File: config.mk
export PLATFORM = sky130hd
export DESIGN_NAME = muldiv_arbiter_flat
export DESIGN_NICKNAME = d
export VERILOG_FILES = /design/src/rtl/muldiv_arbiter_if.sv /design/src/rtl/muldiv_arbiter.sv /design/src/flat_wrapper.sv
export SDC_FILE = /design/constraint.sdc
export NUM_CORES = 1
export LEC_CHECK = 0
export BUFFER_PORTS_ARGS = -buffer_cell sky130_fd_sc_hd__buf_2
export CAP_MARGIN = 40
export CORE_MARGIN = 5
export CORE_UTILIZATION = 44
export CTS_BUF_LIST = sky130_fd_sc_hd__clkbuf_2
export DETAILED_ROUTE_END_ITERATION = 6
export PLACE_DENSITY = 0.82
export SLEW_MARGIN = 20
export SYNTH_ARGS = -nofsm -noshare
export SYNTH_HDL_FRONTEND = slang
export SYNTH_SLANG_ARGS = --single-unit
File: constraint.sdc
create_clock -name clk -period 2 [get_ports clk]
set_input_delay 0.4 -clock clk [delete_from_list [all_inputs] [get_ports clk]]
set_output_delay 0.4 -clock clk [all_outputs]
set_load 0.02 [all_outputs]
File: src/rtl/muldiv_arbiter_if.sv
// Bus bundle between the arbiter, its two requesters,
// the shared mul_div unit and the response consumer.
interface muldiv_arbiter_if #(
    parameter int TAG_W = 4
);
    logic             req0_valid;
    logic             req0_ready;
    logic [2:0]       req0_op;
    logic [31:0]      req0_a;
    logic [31:0]      req0_b;
    logic [TAG_W-1:0] req0_tag;

    logic             req1_valid;
    logic             req1_ready;
    logic [2:0]       req1_op;
    logic [31:0]      req1_a;
    logic [31:0]      req1_b;
    logic [TAG_W-1:0] req1_tag;

    logic             flush0;
    logic             flush1;

    logic             md_start;
    logic [2:0]       md_opcode;
    logic [31:0]      md_rs1;
    logic [31:0]      md_rs2;
    logic             md_busy;
    logic             md_ready;
    logic [31:0]      md_result;

    logic             rsp_valid;
    logic             rsp_ready;
    logic             rsp_id;
    logic [TAG_W-1:0] rsp_tag;
    logic [31:0]      rsp_result;

    modport slave (
        input  req0_valid, req0_op, req0_a, req0_b, req0_tag,
        input  req1_valid, req1_op, req1_a, req1_b, req1_tag,
        input  flush0, flush1,
        input  md_busy, md_ready, md_result,
        input  rsp_ready,
        output req0_ready, req1_ready,
        output md_start, md_opcode, md_rs1, md_rs2,
        output rsp_valid, rsp_id, rsp_tag, rsp_result
    );

    modport master (
        output req0_valid, req0_op, req0_a, req0_b, req0_tag,
        output req1_valid, req1_op, req1_a, req1_b, req1_tag,
        output flush0, flush1,
        output md_busy, md_ready, md_result,
        output rsp_ready,
        input  req0_ready, req1_ready,
        input  md_start, md_opcode, md_rs1, md_rs2,
        input  rsp_valid, rsp_id, rsp_tag, rsp_result
    );
endinterface

File: src/rtl/muldiv_arbiter.sv
// Round-robin sharing of one mul_div unit between two
// requesters, with a single buffered, tagged response.
module muldiv_arbiter #(
    parameter int TAG_W = 4
) (
    input  logic            clk,
    input  logic            rst,
    muldiv_arbiter_if.slave bus
);
    typedef enum logic [1:0] {
        S_IDLE,
        S_ISSUE,
        S_WAIT,
        S_RESP
    } state_t;

    state_t           r_state;
    state_t           w_next;
    logic             r_ptr;
    logic             r_owner;
    logic             r_drop;
    logic [TAG_W-1:0] r_tag;
    logic [2:0]       r_op;
    logic [31:0]      r_rs1;
    logic [31:0]      r_rs2;
    logic [31:0]      r_result;

    logic w_idle;
    logic w_cand0;
    logic w_cand1;
    logic w_gnt0;
    logic w_gnt1;
    logic w_gnt;
    logic w_flush_own;
    logic w_done;
    logic w_keep;

    // Grant is combinational and only ever offered in IDLE.
    assign w_idle  = (r_state == S_IDLE) & ~rst;
    assign w_cand0 = bus.req0_valid & ~bus.flush0;
    assign w_cand1 = bus.req1_valid & ~bus.flush1;
    assign w_gnt0  = w_idle & w_cand0 & (~w_cand1 | r_ptr);
    assign w_gnt1  = w_idle & w_cand1 & (~w_cand0 | ~r_ptr);
    assign w_gnt   = w_gnt0 | w_gnt1;

    // A flush in the completion cycle also drops the result.
    assign w_flush_own = r_owner ? bus.flush1 : bus.flush0;
    assign w_done      = (r_state == S_WAIT) & bus.md_ready;
    assign w_keep      = ~(r_drop | w_flush_own);

    assign bus.req0_ready = w_gnt0;
    assign bus.req1_ready = w_gnt1;
    assign bus.md_opcode  = r_op;
    assign bus.md_rs1     = r_rs1;
    assign bus.md_rs2     = r_rs2;
    assign bus.rsp_id     = r_owner;
    assign bus.rsp_tag    = r_tag;
    assign bus.rsp_result = r_result;

    // State register.
    always_ff @(posedge clk) begin
        if (rst) r_state <= S_IDLE;
        else     r_state <= w_next;
    end

    // Next state plus start pulse and response valid.
    always_comb begin
        w_next        = r_state;
        bus.md_start  = 1'b0;
        bus.rsp_valid = 1'b0;
        if (!rst) begin
            unique case (r_state)
                S_IDLE: begin
                    if (w_gnt) w_next = S_ISSUE;
                end
                S_ISSUE: begin
                    bus.md_start = 1'b1;
                    w_next       = S_WAIT;
                end
                S_WAIT: begin
                    if (bus.md_ready)
                        w_next = w_keep ? S_RESP : S_IDLE;
                end
                S_RESP: begin
                    bus.rsp_valid = 1'b1;
                    if (w_flush_own | bus.rsp_ready)
                        w_next = S_IDLE;
                end
                default: w_next = S_IDLE;
            endcase
        end
    end

    // Operand/tag capture, fairness pointer, drop flag, result.
    always_ff @(posedge clk) begin
        if (rst) begin
            r_ptr    <= 1'b1;
            r_owner  <= 1'b0;
            r_drop   <= 1'b0;
            r_tag    <= '0;
            r_op     <= '0;
            r_rs1    <= '0;
            r_rs2    <= '0;
            r_result <= '0;
        end else begin
            if (w_gnt) begin
                r_op    <= w_gnt1 ? bus.req1_op  : bus.req0_op;
                r_rs1   <= w_gnt1 ? bus.req1_a   : bus.req0_a;
                r_rs2   <= w_gnt1 ? bus.req1_b   : bus.req0_b;
                r_tag   <= w_gnt1 ? bus.req1_tag : bus.req0_tag;
                r_owner <= w_gnt1;
                r_ptr   <= w_gnt1;
            end
            if ((r_state == S_ISSUE || r_state == S_WAIT) && w_flush_own)
                r_drop <= 1'b1;
            if (w_done)
                r_drop <= 1'b0;
            if (w_done && w_keep)
                r_result <= bus.md_result;
        end
    end
endmodule

File: src/flat_wrapper.sv
// flat-port wrapper written by rule: the top's interface ports become plain ports
module muldiv_arbiter_flat 
#(
    parameter int TAG_W = 4
)
  (clk, rst, bus_req0_valid, bus_req0_op, bus_req0_a, bus_req0_b, bus_req0_tag, bus_req1_valid, bus_req1_op, bus_req1_a, bus_req1_b, bus_req1_tag, bus_flush0, bus_flush1, bus_md_busy, bus_md_ready, bus_md_result, bus_rsp_ready, bus_req0_ready, bus_req1_ready, bus_md_start, bus_md_opcode, bus_md_rs1, bus_md_rs2, bus_rsp_valid, bus_rsp_id, bus_rsp_tag, bus_rsp_result);
  muldiv_arbiter_if #(.TAG_W(TAG_W)) bus_i ();
  input  logic clk;
  input  logic rst;
  input wire logic [$bits(bus_i.req0_valid)-1:0] bus_req0_valid;
  input wire logic [$bits(bus_i.req0_op)-1:0] bus_req0_op;
  input wire logic [$bits(bus_i.req0_a)-1:0] bus_req0_a;
  input wire logic [$bits(bus_i.req0_b)-1:0] bus_req0_b;
  input wire logic [$bits(bus_i.req0_tag)-1:0] bus_req0_tag;
  input wire logic [$bits(bus_i.req1_valid)-1:0] bus_req1_valid;
  input wire logic [$bits(bus_i.req1_op)-1:0] bus_req1_op;
  input wire logic [$bits(bus_i.req1_a)-1:0] bus_req1_a;
  input wire logic [$bits(bus_i.req1_b)-1:0] bus_req1_b;
  input wire logic [$bits(bus_i.req1_tag)-1:0] bus_req1_tag;
  input wire logic [$bits(bus_i.flush0)-1:0] bus_flush0;
  input wire logic [$bits(bus_i.flush1)-1:0] bus_flush1;
  input wire logic [$bits(bus_i.md_busy)-1:0] bus_md_busy;
  input wire logic [$bits(bus_i.md_ready)-1:0] bus_md_ready;
  input wire logic [$bits(bus_i.md_result)-1:0] bus_md_result;
  input wire logic [$bits(bus_i.rsp_ready)-1:0] bus_rsp_ready;
  output wire logic [$bits(bus_i.req0_ready)-1:0] bus_req0_ready;
  output wire logic [$bits(bus_i.req1_ready)-1:0] bus_req1_ready;
  output wire logic [$bits(bus_i.md_start)-1:0] bus_md_start;
  output wire logic [$bits(bus_i.md_opcode)-1:0] bus_md_opcode;
  output wire logic [$bits(bus_i.md_rs1)-1:0] bus_md_rs1;
  output wire logic [$bits(bus_i.md_rs2)-1:0] bus_md_rs2;
  output wire logic [$bits(bus_i.rsp_valid)-1:0] bus_rsp_valid;
  output wire logic [$bits(bus_i.rsp_id)-1:0] bus_rsp_id;
  output wire logic [$bits(bus_i.rsp_tag)-1:0] bus_rsp_tag;
  output wire logic [$bits(bus_i.rsp_result)-1:0] bus_rsp_result;
  assign bus_i.req0_valid = bus_req0_valid;
  assign bus_i.req0_op = bus_req0_op;
  assign bus_i.req0_a = bus_req0_a;
  assign bus_i.req0_b = bus_req0_b;
  assign bus_i.req0_tag = bus_req0_tag;
  assign bus_i.req1_valid = bus_req1_valid;
  assign bus_i.req1_op = bus_req1_op;
  assign bus_i.req1_a = bus_req1_a;
  assign bus_i.req1_b = bus_req1_b;
  assign bus_i.req1_tag = bus_req1_tag;
  assign bus_i.flush0 = bus_flush0;
  assign bus_i.flush1 = bus_flush1;
  assign bus_i.md_busy = bus_md_busy;
  assign bus_i.md_ready = bus_md_ready;
  assign bus_i.md_result = bus_md_result;
  assign bus_i.rsp_ready = bus_rsp_ready;
  assign bus_req0_ready = bus_i.req0_ready;
  assign bus_req1_ready = bus_i.req1_ready;
  assign bus_md_start = bus_i.md_start;
  assign bus_md_opcode = bus_i.md_opcode;
  assign bus_md_rs1 = bus_i.md_rs1;
  assign bus_md_rs2 = bus_i.md_rs2;
  assign bus_rsp_valid = bus_i.rsp_valid;
  assign bus_rsp_id = bus_i.rsp_id;
  assign bus_rsp_tag = bus_i.rsp_tag;
  assign bus_rsp_result = bus_i.rsp_result;
  muldiv_arbiter #(.TAG_W(TAG_W)) u_core (.clk(clk), .rst(rst), .bus(bus_i));
endmodule
* Word level (Yosys, flattened, before mapping)
Cells that the tools add are included.
Operators by class: multiplexer cells 14, equality and inequality tests 6, reduce and logical (&&, ||, !) cells 6, bitwise operators 20
Operators with widths (number):
- two-way mux 32 bit | 2
- AND 1 bit | 8
- two-way mux 2 bit | 4
- one-hot mux 2 bit (4 select lines) | 1
- NOT 1 bit | 7
- two-way mux 1 bit | 5
- bitwise OR 1 bit | 5
- equality test 2 bit (second input constant) | 2
- two-way mux 4 bit | 1
- inequality test 2 x 1 -> 1 bit (second input constant) | 2
- two-way mux 3 bit | 1
- AND reduction 3 bit | 1
- equality test 2 x 1 -> 1 bit (second input constant) | 1
- logical AND 1 bit | 2
- zero test 2 bit | 1
- inequality test 2 bit (second input constant) | 1
- OR reduction 2 bit | 1
- logical OR 1 bit | 1
Storage, ports and cells: flip-flop bits (word level) 108, word-level logic and storage cells 55, output and inout port bits 108

* Longest topological paths before layout
Gate-level depths: netlist (run 1).
word-level depth 8, gate-level depth with buffers 8

* Worst setup path after synthesis (run 1)
No wires, ideal clock.
path type register to output, start register u_core.r_state[0], end output bus_req1_ready, buffers on the path 2, cell stages (with the launch flop) 8, required time 1600 ps, slack 106 ps, arrival 1494 ps, cell sequence dfxtp_1 inv_1 ha_1 nand2b_2 a211o_1 buf_6 buf_6 inv_1
Between the ends: longest elaborated chain between the ends 4
RTL lines:
- from (decl) | RTL line muldiv_arbiter.sv:17 | state_t r_state;
- from (signal assigned) | RTL line muldiv_arbiter.sv:63 | else r_state <= w_next;
- zero test 2 bit | RTL line muldiv_arbiter.sv:39 | assign w_idle = (r_state == S_IDLE) & ~rst;
- AND 1 bit | RTL line muldiv_arbiter.sv:39
- AND 1 bit (2 in a row) | RTL line muldiv_arbiter.sv:43 | assign w_gnt1 = w_idle & w_cand1 & (~w_cand0 | ~r_ptr);
- to (decl) | RTL line flat_wrapper.sv:27 | output wire logic [$bits(bus_i.req1_ready)-1:0] bus_req1_ready;
Every way passes these cells.

* Worst setup path in the final report (run 1)
Ends and elaborated chain as after synthesis.

==> results of run 1 <==
## cell families after synthesis
group	share of synthesized area, %
fa+ha+maj	1.35
buf+inv	5.39
compound gates	17.2
simple gates	13.3
flops	46.8
mux	15.9
## final cells by class
cell class / instances / area [sq um]
sequential: 108 / 2160
fill: 856 / 3670
multi-input combinational: 348 / 2260
inverter: 4 / 17.5
timing repair buffer: 326 / 1870
clock buffer: 10 / 50.0
antenna: 1 / 2.50
tap: 136 / 170
clock inverter: 6 / 63.8
## worst max-delay path, delay by kind of cell (launching register included)
kind            cells  cell delay (ns)
flops               1             0.39
compound gates      1             0.28
buf+inv             3             0.21
fa+ha+maj           1             0.15
simple gates        1             0.07
## repair_timing
action,4_1_cts,5_1_grt
hold buffers,14,3
cloned,0,0
hold endpoints to repair,14,3
setup endpoints to repair,4,4
pin swaps,2,1
buffers inserted,7,0
resized for setup,11,8
## cells in the final DEF, fill, tap and decap left out, types with 2 or more instances in the layout
master / n
clkbuf_2: 10
dfxtp_2: 2
ha_4: 2
a211oi_1: 73
dlygate4sd3_1: 17
buf_12: 7
nor2_1: 74
nand2_1: 65
buf_2: 284
buf_6: 2
ha_1: 3
mux2i_1: 71
nor3_1: 2
nand2b_1: 3
a21oi_1: 35
nor2b_1: 5
buf_4: 16
dfxtp_1: 106
inv_2: 2
## metal layers
| layer | part of all wire, % | global-route usage, % | wire [microns] | vias up |
|---|---|---|---|---|
| li1 | - | - | - | 2356 |
| met1 | 38 | 24.5 | 5600 | 2148 |
| met2 | 51 | 40.4 | 7530 | 215 |
| met3 | 8.5 | 7.49 | 1270 | 43 |
| met4 | 3.2 | 8.25 | 480 | 2 |
| met5 | 0.074 | 0 | 11 | - |
## worst paths after layout
| path | depth (start not counted) | end | from |
|---|---|---|---|
| hold / removal | 3 | u_core.bus.rsp_result[26] | bus_md_result[26] |
| setup reg to reg | 8 | u_core.bus.rsp_result[0] | u_core.r_state[0] |
| setup / recovery | 6 | bus_req1_ready | u_core.r_state[0] |
| hold reg to reg | 2 | u_core.bus.rsp_result[18] | u_core.bus.rsp_result[18] |
## Yosys cell counts
cell type  count
o2bb2ai_1      1
a21oi_1       35
inv_1          4
ha_1           5
buf_1          4
nor3_1         2
nor3b_1        1
a21oi_2        1
nor2b_1        6
o31ai_1        1
mux2i_1       71
a21o_1         1
nand2b_1       3
a211oi_1      73
buf_6          9
clkbuf_1      22
a221oi_2       1
nand3_1        1
buf_2          7
mux2_2         1
nand2b_2       1
o21a_1         1
nor2_1        74
and3_1         1
mux2i_2        1
dfxtp_1      108
a211o_1        2
nand2_1       65
## sequential cells by signal, indices dropped and copies added, names as in the netlist
signal                 count
u_core.bus.md_rs1         32
u_core.bus.rsp_id          1
u_core.bus.md_rs2         32
u_core.r_state             2
u_core.bus.md_opcode       3
u_core.bus.rsp_tag         4
u_core.r_ptr               1
u_core.r_drop              1
u_core.bus.rsp_result     32
## report_power, final
part	total [mW]	leakage, nW	switching (mW)	internal, mW
sequential	2.57	0.883	0.142	2.43
clock	0.982	0.0700	0.687	0.295
combinational	1.92	2.51	1.09	0.826
total	5.47	3.46	1.92	3.55
==> summary by stage, run 1 <==
Route
The per-cell via count in the routed design is 5.07. Dividing the detail-routed wire length by the instance count gives roughly 16 microns. In this run the remaining antenna-violating nets after routing total 0.

Across all layers, the routed design uses around 4,800 vias. Wires add up to roughly 15,000 microns. The first routing iteration left roughly 230 violations. In the routed design, unresolved DRC markers number 0. The number of search-and-repair iterations in the first detailed-routing pass is 4.

Finish
The core utilization of the finished layout is between 60 and 70%. The final design instance area without fill is between 0.006 and 0.007 sq mm. Cells with a size suffix above 1 make up between 40% and 50% of the layout. The layout overhead on the synthesized area is 43.0%.

Once layout is complete, the cells apart from fillers number between 900 and 1,000. After the last flow step, the layout net total stands at 985.

CTS
The TritonCTS clock tree is done. The number of clock buffers inserted by TritonCTS is 9. The clock network latency to the later pin of the worst-skew pair is ~0.55 ns.

After clock tree synthesis, the clock-pin slew on the worst setup and hold paths is 0.26 ns. The number of buffers between clock root and the deepest sink is 2. The CTS root buffer is clkbuf_2. The total number of clock tree sinks is ~110. The H-tree depth is 3.

Setup path
The highest net fanout along the worst path is 4. The signal arrival time at the worst endpoint is between 1.5 and 2 ns. The required time at the endpoint of the critical path is about 1.6 ns.

The critical path goes through inv_4, ha_4, nand2b_4, a211o_4, inv_2, buf_6. STA classifies the critical path startpoint as a register. The critical path start-end classification is register to output port. The worst setup path is captured at an output port. The delay contributed by the slowest stage of the critical path is between 0.3 and 0.4 ns. The highest-delay cell along the critical path is dfxtp_2. The worst register-to-register path has a setup slack of around 0.14 ns.

Floorplanning
The number of core rows is 37. The die is about 110 microns tall. The standard cell core area is just over 0.01 sq mm.

The die footprint is between 0.01 and 0.015 sq mm. The number of top-level pins is between 200 and 300. The floorplan die width is ~110 microns. The initial utilization of the core area, before any placement, comes to 45.0%.

STA
The maximum clock skew at final layout is 0.0441 ns. The smallest clock period supported by the final layout is computed as between 2 and 2.5 ns. Static timing analysis puts the maximum clock frequency at about 0.50 GHz. The final count of pins violating max slew was 0. The final hold slack is 0.0807 ns.

For the final routed database, the setup TNS stands at -0.0163 ns. Setup violations remaining at the end of the flow were counted as 1. At the pin with the least slew margin, the transition time is between 0.4 and 0.5 ns. Setup repair after global routing could not meet its margin everywhere.

The remaining max-slew budget at the tightest pin is approximately two thirds. The final hold violation count is 0. In the post-route analysis, the smallest setup slack over all paths is -0.0163 ns.

After layout, the worst path uses 101% of the clock period.

Place
Routability-driven placement finished with a final weighted congestion of 0.912. The cell area after placement is between 0.006 and 0.007 sq mm. The number of input and output port buffers inserted is about 290. Including well taps, the total number of placed cells is around 900. Summed over all nets, the half-perimeter wirelength after detailed placement is 11,300 microns.

The post-placement setup slack is about 0.038 ns.

Synth
During synthesis, Yosys emitted a total of 0 warnings. The biggest area consumer among synthesized cells is dfxtp_1. The proportion of synthesized chip area in sequential cells is 46.8%.

The post-synthesis area per instance is 9.20 sq um. In the post-synthesis netlist, the biggest area contributors are dfxtp_1 47%, mux2i_1 15%, a211oi_1 12%, nor2_1 6.0%, nand2_1 5.3%. The flip-flop and latch count after synthesis is roughly 110. After synthesis, the netlist uses 28 different library cells. The net count after synthesis is a little under 700.

The synthesized netlist occupies a cell area of ~0.0046 sq mm. Synthesis produced around 500 cells. Summed over its instances, the top area cell type makes up between 40 and 50% of the synthesized netlist area.

Global route
The via count of the first global-routing pass is between 4,000 and 5,000. The global routing usage summed across all routing layers is 22.5%. The first global-routing pass estimated between 20,000 and 25,000 microns of wire. The overflow left after global routing is 0. Entering global routing, the biggest net connects 113 pins. The number of antenna violations at the first check in global routing came to 1.

Outcome
The flow ran to the end, but the final reports show violations. The final reports fail on negative setup slack.

Pwr
The worst IR drop on VDD is 0.000464 V. The design draws around 5.5 mW. The analysis attributes to cell leakage a power of 3.46 nW.

The power per cell area is roughly 830 mW/mm^2.

Job
The tool flagged a number of max-cap violations equal to 0.

Hold path
The type of the tightest min-delay check is input port to register.
Note: power is estimated with default switching activity, not from simulation.
==> run 2, diff against run 1 <==
--- a/config.mk
+++ b/config.mk
@@ -12,6 +12,7 @@
 export CTS_BUF_LIST = sky130_fd_sc_hd__clkbuf_2
 export DETAILED_ROUTE_END_ITERATION = 6
 export PLACE_DENSITY = 0.82
+export REMOVE_ABC_BUFFERS = 1
 export SLEW_MARGIN = 20
 export SYNTH_ARGS = -nofsm -noshare
 export SYNTH_HDL_FRONTEND = slang
==> summary by stage, run 2 (synthesis gave the netlist of run 1 again) <==
Finish
The combined area of the multi-input logic cells is 0.00230 sq mm (was 0.00226 sq mm). The share of layout cells above drive strength 1 is 42.4% (was 42.1%). The most frequent standard cell in the layout excluding fill and tap cells is buf_2 (unchanged). The number of nets in the final layout is 1,001 (was 985). The register area is 0.00216 sq mm (unchanged). The count of filler cells inserted in the layout is 818 (was 856). The layout overhead on the synthesized area is 45.8% (was 43.0%). Leading cell types in the layout, fill and taps excluded: 284 x buf_2, 106 x dfxtp_1, 74 x nor2_1, 72 x a211oi_1, 71 x mux2i_1 (was 284 x buf_2, 106 x dfxtp_1, 74 x nor2_1, 73 x a211oi_1, 71 x mux2i_1).

Floorplanning
The die height is 112 microns (unchanged). The die footprint came to 0.0127 sq mm (unchanged). The floorplan die width is 112 microns (unchanged). The number of top-level pins is 291 (unchanged). The standard cell core area was 0.0103 sq mm (unchanged). The starting utilization of the core area is 45.0% (unchanged). The number of core rows was 37 (unchanged).

Place
The placed wire-length estimate after detailed placement was 11,200 microns (was 11,300 microns). The number of input and output port buffers inserted is 289 (unchanged). The weighted congestion at the end of routability-driven global placement is 0.875 (was 0.912).

CTS
The CTS root buffer was clkbuf_2 (unchanged). The clock network latency to the later pin of the worst-skew pair was 0.58 ns (was 0.55 ns). The number of buffers between clock root and the deepest sink is 2 (unchanged). The total number of clock tree sinks is 108 (unchanged). The number of clock buffers inserted by TritonCTS is 9 (unchanged). The TritonCTS clock tree is done (unchanged). The register clock-pin slew on the reported worst setup and hold paths is 0.27 ns (was 0.26 ns). The H-tree depth is 3 (unchanged).

Global route
The global-route wire length before repair is 23,700 microns (was 23,300 microns). The global routing usage summed across all routing layers is 22.8% (was 22.5%). The number of antenna violations at the first check in global routing is 1 (unchanged). The overflow left after global routing is 0 (unchanged). The via count of the first global-routing pass was 4,936 (was 4,776). The maximum number of pins on one net before global-route repair was 83 (was 113).

Outcome
Outcome: finished, violations left (unchanged). Violations in the final reports: negative setup slack (unchanged).

Pwr
The worst IR drop on VDD came to 0.000435 V (was 0.000464 V). The power per cell area is 805 mW/mm^2 (was 828 mW/mm^2). The power consumption is 5.42 mW (was 5.47 mW). The leakage dissipation is 3.49 nW (was 3.46 nW).

Route
The total via count after detailed routing is 4,803 (was 4,764). The number of DRC markers after the initial detailed-route iteration came to 407 (was 229). The post-detailed-routing wire length was 15,600 microns (was 14,900 microns). The per-cell via count in the routed design is 5.03 (was 5.07). The detailed-route DRC error count was 0 (unchanged). The number of search-and-repair iterations in the first detailed-routing pass is 4 (unchanged).

The number of nets with antenna violations after detailed routing is 0 (unchanged). The routed length per placed instance came to 16.3 microns (was 15.9 microns).

Setup path
The highest net fanout along the worst path was 2 (was 4). The number of cells on the worst reg-to-reg path is 8 (unchanged). The critical path start-end classification is register to output port (unchanged). The required time at the endpoint of the critical path is 1.60 ns (about the same). The sort of element at the end of the critical path is an output port (unchanged). The startpoint class of the critical path is a register (unchanged). The signal arrival time at the worst endpoint is 1.70 ns (was 1.62 ns).

STA
The final hold slack was 0.0511 ns (was 0.0807 ns). The top achievable clock speed was 0.475 GHz (was 0.496 GHz). The final count of pins violating max slew was 0 (unchanged).

The remaining max-slew budget at the tightest pin is 56.7% (was 67.1%). The shortest period the worst path allows is 2.10 ns (was 2.02 ns). The final critical-path share of the clock period came to 105% (was 101%). The post-route worst setup slack came to -0.104 ns (was -0.0163 ns). The final setup violation count is 2 (was 1).

The slew at the pin closest to its max-slew limit is 0.649 ns (was 0.494 ns). The final hold violation count was 0 (unchanged). The maximum clock skew at final layout came to 0.0259 ns (was 0.0441 ns). Unrepaired setup endpoints after global routing: true (unchanged).

Job
The reported max-cap violation count is 0 (unchanged).

Hold path
The type of the tightest min-delay check is input port to register (unchanged). The count of cells along the worst hold path is 3 (unchanged).
==> run 2: changes by cell type in the layout (fill, tap and decap cells not counted), sizes merged <==
cell,change
clkbuf,-1
clkinvlp,+3
clkinv,-2
dlygate4sd3,+11
buf,+5
bufinv,-1
inv,+1
==> run 2: critical path, stage by stage, from the launching register on <==
cell	delay [ns]
dfxtp_2	0.39
inv_2	0.07
ha_4	0.15
nand2b_4	0.06
a211o_4	0.29
inv_2	0.06
buf_6	0.10
==> run 2: report_power, final <==
part	switching [mW]	total, mW	internal [mW]
clock network	0.738	0.904	0.166
logic	1.11	1.95	0.834
registers	0.139	2.57	2.43
total	1.99	5.42	3.43
==> run 2: path summary, 6_finish.rpt <==
path,start,to,slack [ns]
worst max-delay path,u_core.r_state[0],bus_req1_ready,-0.10
worst min-delay path,bus_md_result[28],u_core.bus.rsp_result[28],0.05
worst max register to register,u_core.r_state[0],u_core.bus.md_rs1[30],0.09
worst min register to register,u_core.bus.rsp_result[9],u_core.bus.rsp_result[9],0.48
==> run 2: area by class of cell <==
class | instances | area share, %
Multi-Input combinational cell | 348 | 34.1
Timing Repair Buffer | 342 | 29.5
Inverter | 4 | 0.223
Sequential cell | 108 | 32.1
Tap cell | 136 | 2.53
Clock inverter | 7 | 0.762
Clock buffer | 9 | 0.669
Antenna cell | 1 | 0.0372
==> run 2: stage by stage <==
step                      TNS, ns  cells  cell area (sq um)  setup WS, ns  util, %
after CTS                  -0.296    945               6610        -0.146     64.3
after global placement          0    907               6220         0.135     60.6
after floorplan           -150.61    460               4390         -2.08        -
after detailed placement        0    907               6220       0.00419     60.6
after global routing       -0.526    955               6740        -0.207     65.5
final                      -0.189    955               6740        -0.104     65.5
==> run 2: metal layers <==
layer  vias up  part of all wire [%]  track usage, %
li1       2381                     -               -
met1      2165                    37            25.1
met2       238                    50            41.0
met3        19                    11            8.03
met4         0                   1.8            7.05
met5         -                     0               0
==> run 2: what timing repair did <==
action | CTS | global route
hold endpoints to repair | 19 | 9
hold buffers | 19 | 9
gates resized for setup | 24 | 5
setup buffers | 3 | 1
pin swaps | 3 | 0
endpoints found under the setup margin | 11 | 5
==> run 3, diff against run 2 <==
--- a/config.mk
+++ b/config.mk
@@ -7,11 +7,11 @@
 export LEC_CHECK = 0
 export BUFFER_PORTS_ARGS = -buffer_cell sky130_fd_sc_hd__buf_2
 export CAP_MARGIN = 40
+export CORE_ASPECT_RATIO = 1.25
 export CORE_MARGIN = 5
-export CORE_UTILIZATION = 44
+export CORE_UTILIZATION = 29
 export CTS_BUF_LIST = sky130_fd_sc_hd__clkbuf_2
 export DETAILED_ROUTE_END_ITERATION = 6
-export PLACE_DENSITY = 0.82
 export REMOVE_ABC_BUFFERS = 1
 export SLEW_MARGIN = 20
 export SYNTH_ARGS = -nofsm -noshare
==> constraint.sdc (replaced) <==
create_clock -name clk -period 2 [get_ports clk]
set_input_delay 0.3 -clock clk [delete_from_list [all_inputs] [get_ports clk]]
set_output_delay 0.3 -clock clk [all_outputs]
set_load 0.02 [all_outputs]
==> summary by stage, run 3 (synthesis gave the netlist of run 1 again) <==
Outcome
Outcome: finished, violations left (unchanged). Violations in the final reports: negative setup slack (unchanged).

Floorplanning
The floorplan die width is 123 microns (was 112 microns). The starting utilization of the core area came to 29.6% (was 45.0%). The die height came to 151 microns (was 112 microns). The number of top-level pins is 291 (unchanged). The die footprint is 0.0186 sq mm (was 0.0127 sq mm). The number of core rows is 51 (was 37). The standard cell core area came to 0.0156 sq mm (was 0.0103 sq mm).

Pwr
The leakage dissipation was 4.18 nW (was 3.49 nW). The relative contribution of the clock network to total power came to 22.1% (was 16.7%). The worst IR drop on VDD is 0.000353 V (was 0.000435 V). The internal power component is 4.14 mW (was 3.43 mW). The switching power is 2.02 mW (was 1.99 mW). The power consumption is 6.15 mW (was 5.42 mW). The sequential group share of total power is 41.6% (was 47.4%). The combinational group share of total power is 36.3% (was 35.9%). The power per cell area is 733 mW/mm^2 (was 805 mW/mm^2). The switching share of power is 32.8% (was 36.7%).

Setup path
The cell type group with the largest total delay on the critical path was flip-flops (unchanged). The critical register-to-register path endpoint was u_core.bus.md_rs1[5] (was u_core.bus.md_rs1[30]). The required time at the endpoint of the critical path was 1.70 ns (was 1.60 ns). The signal arrival time at the worst endpoint is 1.83 ns (was 1.70 ns).

The number of cells on the worst reg-to-reg path came to 9 (was 8). The combined buffer and inverter count along the critical path is 4 (was 3). The startpoint class of the critical path was a register (unchanged). Sequence of cells on the critical path: inv_2, ha_4, nand2b_4, a211o_4, buf_12, clkinv_4, buf_6 (was inv_2, ha_4, nand2b_4, a211o_4, inv_2, buf_6). The critical path start-end classification is register to output port (unchanged). The delay contributed by the slowest stage of the critical path came to 0.40 ns (was 0.39 ns). The highest-delay cell along the critical path is dfxtp_2 (unchanged). The worst reg-to-reg setup slack is 0.05 ns (was 0.09 ns).

The source of the worst register-to-register timing path is u_core.r_state[0] (unchanged). The sort of element at the end of the critical path is an output port (unchanged). The highest net fanout along the worst path is 2 (unchanged).

CTS
The number of buffers between clock root and the deepest sink is 2 (unchanged). The number of clock buffers inserted by TritonCTS came to 9 (unchanged). The register clock-pin slew on the reported worst setup and hold paths is 0.28 ns (was 0.27 ns).

The clock network latency to the later pin of the worst-skew pair was 0.59 ns (was 0.58 ns). The H-tree depth is 3 (unchanged). The total number of clock tree sinks was 108 (unchanged). The TritonCTS clock tree is done (unchanged). The CTS root buffer is clkbuf_2 (unchanged).

Hold path
The startpoint of the worst hold path is bus_req1_b[12] (was bus_md_result[28]). The type of the tightest min-delay check was input port to register (unchanged). The hold-critical path endpoint is u_core.bus.md_rs2[12] (was u_core.bus.rsp_result[28]). The count of cells along the worst hold path is 3 (unchanged).

Route
The number of nets with antenna violations after detailed routing is 0 (unchanged). The number of search-and-repair iterations in the first detailed-routing pass was 5 (was 4). The post-detailed-routing wire length is 18,300 microns (was 15,600 microns).

The per-cell via count in the routed design is 4.59 (was 5.03). The number of DRC markers after the initial detailed-route iteration is 174 (was 407). The total via count after detailed routing came to 5,393 (was 4,803). The detailed-route DRC error count is 0 (unchanged).

The routed length per placed instance is 15.6 microns (was 16.3 microns).

STA
The slew at the pin closest to its max-slew limit is 0.528 ns (was 0.649 ns). The final count of pins violating max slew is 0 (unchanged). The shortest period the worst path allows is 2.13 ns (was 2.10 ns). The maximum clock skew at final layout was 0.0299 ns (was 0.0259 ns). The final setup violation count is 1 (was 2). The final hold violation count is 0 (unchanged). The top achievable clock speed came to 0.469 GHz (was 0.475 GHz). The remaining max-slew budget at the tightest pin is 64.8% (was 56.7%).

Unrepaired setup endpoints after global routing: true (unchanged). The post-route worst setup slack is -0.132 ns (was -0.104 ns). The final critical-path share of the clock period is 107% (was 105%).

Place
The placed wire-length estimate after detailed placement came to 10,800 microns (was 11,200 microns). The weighted congestion at the end of routability-driven global placement is 0.735 (was 0.875). The number of input and output port buffers inserted is 289 (unchanged). The number of placed cells counting well taps is 984 (was 907).

Global route
The number of antenna violations at the first check in global routing is 1 (unchanged). The global-route wire length before repair is 27,700 microns (was 23,700 microns). The maximum number of pins on one net before global-route repair is 113 (was 83). The overflow left after global routing is 0 (unchanged). The global routing usage summed across all routing layers is 19.1% (was 22.8%).

The via count of the first global-routing pass is 5,643 (was 4,936).

Finish
The count of filler cells inserted in the layout was 1,357 (was 818). The layout overhead on the synthesized area is 81.7% (was 45.8%). The count of non-filler cells in the finished layout is 1,174 (was 955). The most frequent standard cell in the layout excluding fill and tap cells is buf_2 (unchanged). The share of layout cells above drive strength 1 is 37.0% (was 42.4%). The core utilization of the finished layout was 53.7% (was 65.5%). The number of nets in the final layout was 1,144 (was 1,001). Leading cell types in the layout, fill and taps excluded: 284 x buf_2, 166 x dlygate4sd3_1, 106 x dfxtp_1, 74 x nor2_1, 70 x mux2i_1 (was 284 x buf_2, 106 x dfxtp_1, 74 x nor2_1, 72 x a211oi_1, 71 x mux2i_1).

Job
The reported max-cap violation count is 0 (unchanged).
-- run 3: cell types whose count changed in the layout (fill, tap and decap cells not counted), sizes merged --
cell,change
bufbuf,+1
clkinv,+1
buf,+4
diode,+1
bufinv,+4
clkbuf,+1
clkinvlp,-4
dlygate4sd3,+138
inv,-3
-- run 3: how the worst max path moves through the flow --
stage / slack [ns] / startpoint / to / cells after the start
after CTS: -0.25 / u_core.r_state[1] / bus_req1_ready / 7
final: -0.13 / u_core.r_state[0] / bus_req1_ready / 7
after global placement: 0.15 / u_core.r_state[1] / bus_req1_ready / 7
after detailed placement: 0.12 / u_core.r_state[1] / u_core.bus.md_rs2[11] / 7
after global routing: -0.28 / u_core.r_state[0] / bus_req1_ready / 7
after floorplan: -2.04 / u_core.r_state[0] / u_core.bus.md_opcode[0] / 5
-- run 3: per-stage QoR --
step                instance area (sq um)  TNS [ns]  hold slack, ns  worst slack [ns]
floorplan                            4390   -148.01           0.369             -2.04
global placement                     6350         0           0.439             0.146
detailed placement                   6350         0           0.445             0.119
CTS                                  8290    -0.374        0.000160            -0.247
global route                         8390    -0.530          0.0129            -0.284
finish                               8390    -0.132          0.0984            -0.132
-- run 3: routing by layer --
metal,track usage [%],wire length [microns],up-vias
li1,-,-,2675
met3,6.99,1690,73
met1,19.6,6770,2367
met4,10.3,839,0
met5,0,0,-
met2,33.5,9010,278
-- run 3: worst register-to-register path, cell delays in order (launching register included) --
cell	delay (ns)
dfxtp_2	0.40
inv_2	0.08
ha_4	0.15
nand2b_4	0.06
a211o_4	0.30
buf_4	0.16
buf_6	0.15
buf_8	0.16
mux2i_1	0.14
a211oi_1	0.27
-- run 3: area by class of cell --
class | instances | area (sq um) | area share (%)
repair buffers | 485 | 3460 | 41.3
multi-input cells | 348 | 2300 | 27.4
flip-flops and latches | 108 | 2160 | 25.8
well taps | 212 | 265 | 3.16
clock inverters | 5 | 125 | 1.49
clock buffers | 10 | 50.0 | 0.596
inverters | 4 | 20.0 | 0.238
diodes | 2 | 5.00 | 0.0596
-- run 3: repair_timing --
| action | CTS | global route |
|---|---|---|
| hold buffers | 165 | 1 |
| setup endpoints to repair | 2 | 33 |
| gates resized for setup | 12 | 22 |
| gates cloned | 1 | 0 |
| pin swaps | 3 | 5 |
| endpoints found under the hold margin | 100 | 1 |
| buffers inserted | 6 | 0 |
-- run 3: power by group through the flow --
| stage | clock [mW] | sequential, mW | combinational, mW |
|---|---|---|---|
| after CTS | 1.43 | 2.56 | 2.16 |
| final | 1.36 | 2.56 | 2.23 |
| after global placement | 0 | 2.59 | 1.82 |
| after detailed placement | 0 | 2.59 | 1.83 |
| after global routing | 1.50 | 2.59 | 2.42 |
| after floorplan | 0 | 2.91 | 0.781 |
